===== src/rtl/pc_unit.sv =====
// Program counter with a delayed-branch nPC and a circular return-address stack.
// Updates in priority order: trap, stall, return, branch, sequential.
module pc_unit #(
  parameter int unsigned          WIDTH     = 32,
  parameter int unsigned          STEP      = 4,
  parameter logic [WIDTH-1:0]     RESET_VEC = '0,
  parameter logic [WIDTH-1:0]     TRAP_VEC  = WIDTH'(32'h0000_0080),
  parameter int unsigned          RAS_DEPTH = 4
) (
  input  logic             clk,
  input  logic             reset,
  input  logic             le,
  input  logic             branch_taken,
  input  logic [WIDTH-1:0] target,
  input  logic             call,
  input  logic             ret,
  input  logic             trap,
  output logic [WIDTH-1:0] pc,
  output logic [WIDTH-1:0] npc,
  output logic             ras_empty,
  output logic             ras_full,
  output logic             ras_err
);

  localparam int unsigned      PW      = $clog2(RAS_DEPTH);
  localparam int unsigned      CW      = $clog2(RAS_DEPTH) + 1;
  localparam logic [WIDTH-1:0] STEP_W  = WIDTH'(STEP);
  localparam logic [WIDTH-1:0] STEP2_W = WIDTH'(2 * STEP);

  logic [WIDTH-1:0] ras_mem [RAS_DEPTH];
  logic [PW-1:0]    top_q, top_d, top_inc, top_dec, wr_idx;
  logic [CW-1:0]    cnt_q, cnt_d;
  logic [WIDTH-1:0] pc_d, npc_d, wr_data;
  logic             err_d, wr_en, stk_empty, stk_full;

  assign stk_empty = (cnt_q == '0);
  assign stk_full  = (cnt_q == CW'(RAS_DEPTH));
  assign ras_empty = stk_empty;
  assign ras_full  = stk_full;

  // Top pointer neighbours, wrapping at the stack depth (depth need not be a power of two).
  assign top_inc = (top_q == PW'(RAS_DEPTH - 1)) ? '0 : top_q + PW'(1);
  assign top_dec = (top_q == '0) ? PW'(RAS_DEPTH - 1) : top_q - PW'(1);

  // Next-state for PC/nPC, stack pointer/count and the sticky error flag.
  always_comb begin
    pc_d    = pc;
    npc_d   = npc;
    top_d   = top_q;
    cnt_d   = cnt_q;
    err_d   = ras_err;
    wr_en   = 1'b0;
    wr_idx  = top_inc;
    wr_data = pc + STEP2_W;
    if (trap) begin
      pc_d  = TRAP_VEC;
      npc_d = TRAP_VEC + STEP_W;
    end else if (le) begin
      pc_d  = npc;
      npc_d = npc + STEP_W;
      if (ret) begin
        if (!stk_empty) npc_d = ras_mem[top_q];
        else            err_d = 1'b1;
      end else if (branch_taken) begin
        npc_d = target;
      end
      if (call && ret && !stk_empty) begin
        // Pop and push cancel out: the new return address replaces the top.
        wr_en  = 1'b1;
        wr_idx = top_q;
      end else if (call) begin
        // A push into a full stack lands on the oldest slot.
        wr_en = 1'b1;
        top_d = top_inc;
        if (stk_full) err_d = 1'b1;
        else          cnt_d = cnt_q + CW'(1);
      end else if (ret && !stk_empty) begin
        top_d = top_dec;
        cnt_d = cnt_q - CW'(1);
      end
    end
  end

  // Architectural state with asynchronous active-low reset.
  always_ff @(posedge clk or negedge reset) begin
    if (!reset) begin
      pc      <= RESET_VEC;
      npc     <= RESET_VEC + STEP_W;
      top_q   <= '0;
      cnt_q   <= '0;
      ras_err <= 1'b0;
    end else begin
      pc      <= pc_d;
      npc     <= npc_d;
      top_q   <= top_d;
      cnt_q   <= cnt_d;
      ras_err <= err_d;
    end
  end

  // Stack storage is not reset; entries are only readable while the count is non-zero.
  always_ff @(posedge clk) begin
    if (wr_en) ras_mem[wr_idx] <= wr_data;
  end

endmodule


===== config.mk =====
export PLATFORM = sky130hd
export DESIGN_NAME = pc_unit
export DESIGN_NICKNAME = d
export VERILOG_FILES = /design/src/rtl/pc_unit.sv
export SDC_FILE = /design/constraint.sdc
export NUM_CORES = 1
export LEC_CHECK = 0
export ABC_AREA = 1
export ABC_CLOCK_PERIOD_IN_PS = 3300
export BUFFER_PORTS_ARGS = -buffer_cell sky130_fd_sc_hd__clkbuf_2
export CAP_MARGIN = 0
export CORE_MARGIN = 5
export CORE_UTILIZATION = 53
export CTS_CLUSTER_DIAMETER = 120
export CTS_CLUSTER_SIZE = 40
export DETAILED_ROUTE_END_ITERATION = 16
export PLACE_DENSITY = 0.8
export SYNTH_ARGS = -nofsm -noshare
export SYNTH_HDL_FRONTEND = slang
export SYNTH_SLANG_ARGS = --single-unit
export TNS_END_PERCENT = 50

===== constraint.sdc =====
create_clock -name clk -period 3.3 [get_ports clk]
set_input_delay 0 -clock clk [delete_from_list [all_inputs] [get_ports clk]]
set_output_delay 0 -clock clk [all_outputs]
set_load 0.05 [all_outputs]

==> out/qor.txt <==
Status: complete, no violations
Relative slew slack: 0.152
Wirelength, routed: 28200 µm
Synthesis-to-layout area growth: 16.7%
DR top layer: met4
CP arrival: 2.65 ns
Worst-Margin Slew: 1.27 ns
Design Power: 7.52 mW
Core area: 17900 µm²
Critical path class: reg2reg
Period utilization: 0.779
GPL Wtd Cong: 0.979
Bufs on Longest Clock Path: 2
WP data required: 3.38 ns
Max Slew Vio Count: 0
Fmax: 389 MHz
Layout cells sized above 1: 0.167
R2r setup slk: 0.73 ns
Post-synth top area share: 0.401
Worst-skew pair later-pin latency: 0.44 ns
Hold Fails Final Rpt: 0
Iter 0 DRT Violations: 862
Mux contribution to synthesized area: 0.00104
Starting Density: 0.536
Hold Crit Depth: 5
Minimum clock period after layout: 2.57 ns
Top post-synthesis cells by count: nand2_1 (230), edfxtp_1 (128), nor2_1 (107)
Sequential-to-total area share from yosys stat: 0.583
Post-synthesis compound-gate area fraction: 0.114
Worst reg-to-reg path cell count: 8
Async S/R FF share, synth: 0.354
Leading area contributor after synthesis: edfxtp_1
Clock root cell: clkbuf_16
Synth top area cells: edfxtp_1 (40%), dfrtp_1 (18%), nand2_1 (9.0%)
Largest net degree at the start of global routing: 64
P_leak: 4.48 nW
DR vias: 8252
Final setup TNS: 0 ns
Rows: 49
Final nets: 1189
First drt pass iteration count: 6
Post-synth EDFFs: 128
Setup Slack @ Placement: 0.751 ns
Synth Register Bits: 198
PwrDens: 671 nW/µm²
Antenna-violating nets left: 0
Post-Syn Area: 9600 µm²
Die area: 20900 µm²
Post-Syn Nets: 1072
Max FO, Critical Path: 32
Fill cell count: 1396
Main combinational cell family by area after synthesis: simple AND/OR/NAND/NOR gates
IO Port Bufs: 105
Vias per cell: 5.95
DRC Markers: 0
WL/cell: 20.3 µm
Mean post-synth cell area: 9.34 µm²
Clk_skew: 0.0102 ns
Worst R2R Start: top_q[1]$_DFFE_PN0P_
VDD IR-drop max: 0.664 mV
H-Tree Depth: 4
Worst r2r dst: ras_mem[0][31]$_DFFE_PP_
Total GRT Usage: 0.274
Total length of routed met2 wires: 13400 µm
Ports: 106
Most frequent cell after synthesis: nand2_1
First-pass GRT wire length: 43000 µm
Met3 routed wirelength: 2980 µm
Simple-gate share of the synthesized area: 0.203
CTS tree: built
Vias in the first global route: 7795
Post-Synth XOR/XNOR Area: 0.0329
Worst Hold Class: in2reg
Post-synth cell types: 41
Sink Count: 198
Final setup vio count: 0
Yosys warns: 0
CP endpoint: ras_mem[0][31]$_DFFE_PP_
Reg area: 5600 µm²
Met1 WL: 10600 µm
Worst setup margin: 0.728 ns
Hold slack final: 0.0352 ns
HPWL after DPL: 19200 µm
CTS buffer count: 17
Synth Flop Type: edfxtp_1
Ant. Diodes: 0
Reg clk slew, reported paths: 0.07 ns
Setup crit start: top_q[1]$_DFFE_PN0P_
Die width: 145 µm
Type of element capturing the critical path: register
Global route overflow: 0
RSZ-0062 raised after global routing: false
Die height: 145 µm
Max-cap violations: 0
Post-Synth Adder-Cell Area: 0.00730
Critical Path Start Type: register
Cells after synthesis: 1028
Area of the multi-input gates: 3460 µm²
Initial antenna violation count: 0
[registers in the layout (all words and copies together), names as in the netlist]
signal	flops
ras_err	1
top_q	2
cnt_q	3
npc	32
ras_mem	128
pc	32
[report_power, final]
group          total, mW  switching (mW)  internal, mW
clock network       2.16           0.904          1.26
logic               2.19            1.59         0.605
registers           3.17           0.276          2.89
total               7.52            2.77          4.75
[cells by family (layout without fill, tap and decap cells)]
group,Yosys count,after routing
compound gates,197,197
flops,198,198
fa+ha+maj,5,5
buf+inv,140,270
mux,1,1
xor+xnor,36,36
simple gates,451,451
[per-layer routing]
metal  vias to the layer above  GRT usage
li1                       3728          -
met1                      3897      0.366
met2                       538      0.441
met3                        89     0.0612
met4                         0      0.107
met5                         -          0
[layout make-up]
cell class / instances / area share
clock buffer: 24 / 0.0430
clock inverter: 8 / 0.0111
inverter: 95 / 0.0318
multi-input combinational: 690 / 0.309
sequential: 198 / 0.500
tap: 229 / 0.0256
timing repair buffer: 143 / 0.0800
[cells in the final DEF (no fill, tap or decap), types with 32 or more instances in the layout]
master	n
a21oi_1	42
clkbuf_2	104
dfrtp_1	68
edfxtp_1	128
inv_1	79
nand2_1	230
nand3_1	54
nor2_1	103
o21ai_0	86
xor2_1	32
[metrics by stage]
stage               std cells   util  area (µm²)
finish                   1387  0.626       11200
global route             1387  0.626       11200
CTS                      1387  0.626       11200
detailed placement       1331  0.578       10400
global placement         1331  0.578       10400
floorplan                1028      -        9600
[timing repair]
| item | 4_1_cts | 5_1_grt |
|---|---|---|
| gates resized for setup | 0 | 0 |
| setup buffers | 0 | 0 |
| hold endpoints to repair | 49 | 0 |
| hold buffers | 24 | 0 |
[worst min path at each step]
stage / endpoint / startpoint / slack (ns)
final: npc[6]$_DFFE_PN0P_ / target[6] / 0.04
after global routing: npc[6]$_DFFE_PN0P_ / target[6] / 0.08
after CTS: npc[6]$_DFFE_PN0P_ / target[6] / 0.02
after detailed placement: pc[2]$_DFFE_PN0P_ / reset / 0.07
after global placement: cnt_q[2]$_DFFE_PN0P_ / reset / 0.07
after floorplan: cnt_q[0]$_DFFE_PN0P_ / reset / -0.30
[critical path: stages, from the launching register on]
cell     delay (ns)
dfrtp_1        0.75
inv_2          0.07
ha_1           0.32
inv_1          0.07
nand2_1        0.04
o21ai_1        0.29
inv_2          0.13
nor2_4         0.12
buf_4          0.41
Power figures use the tool's default switching activity.
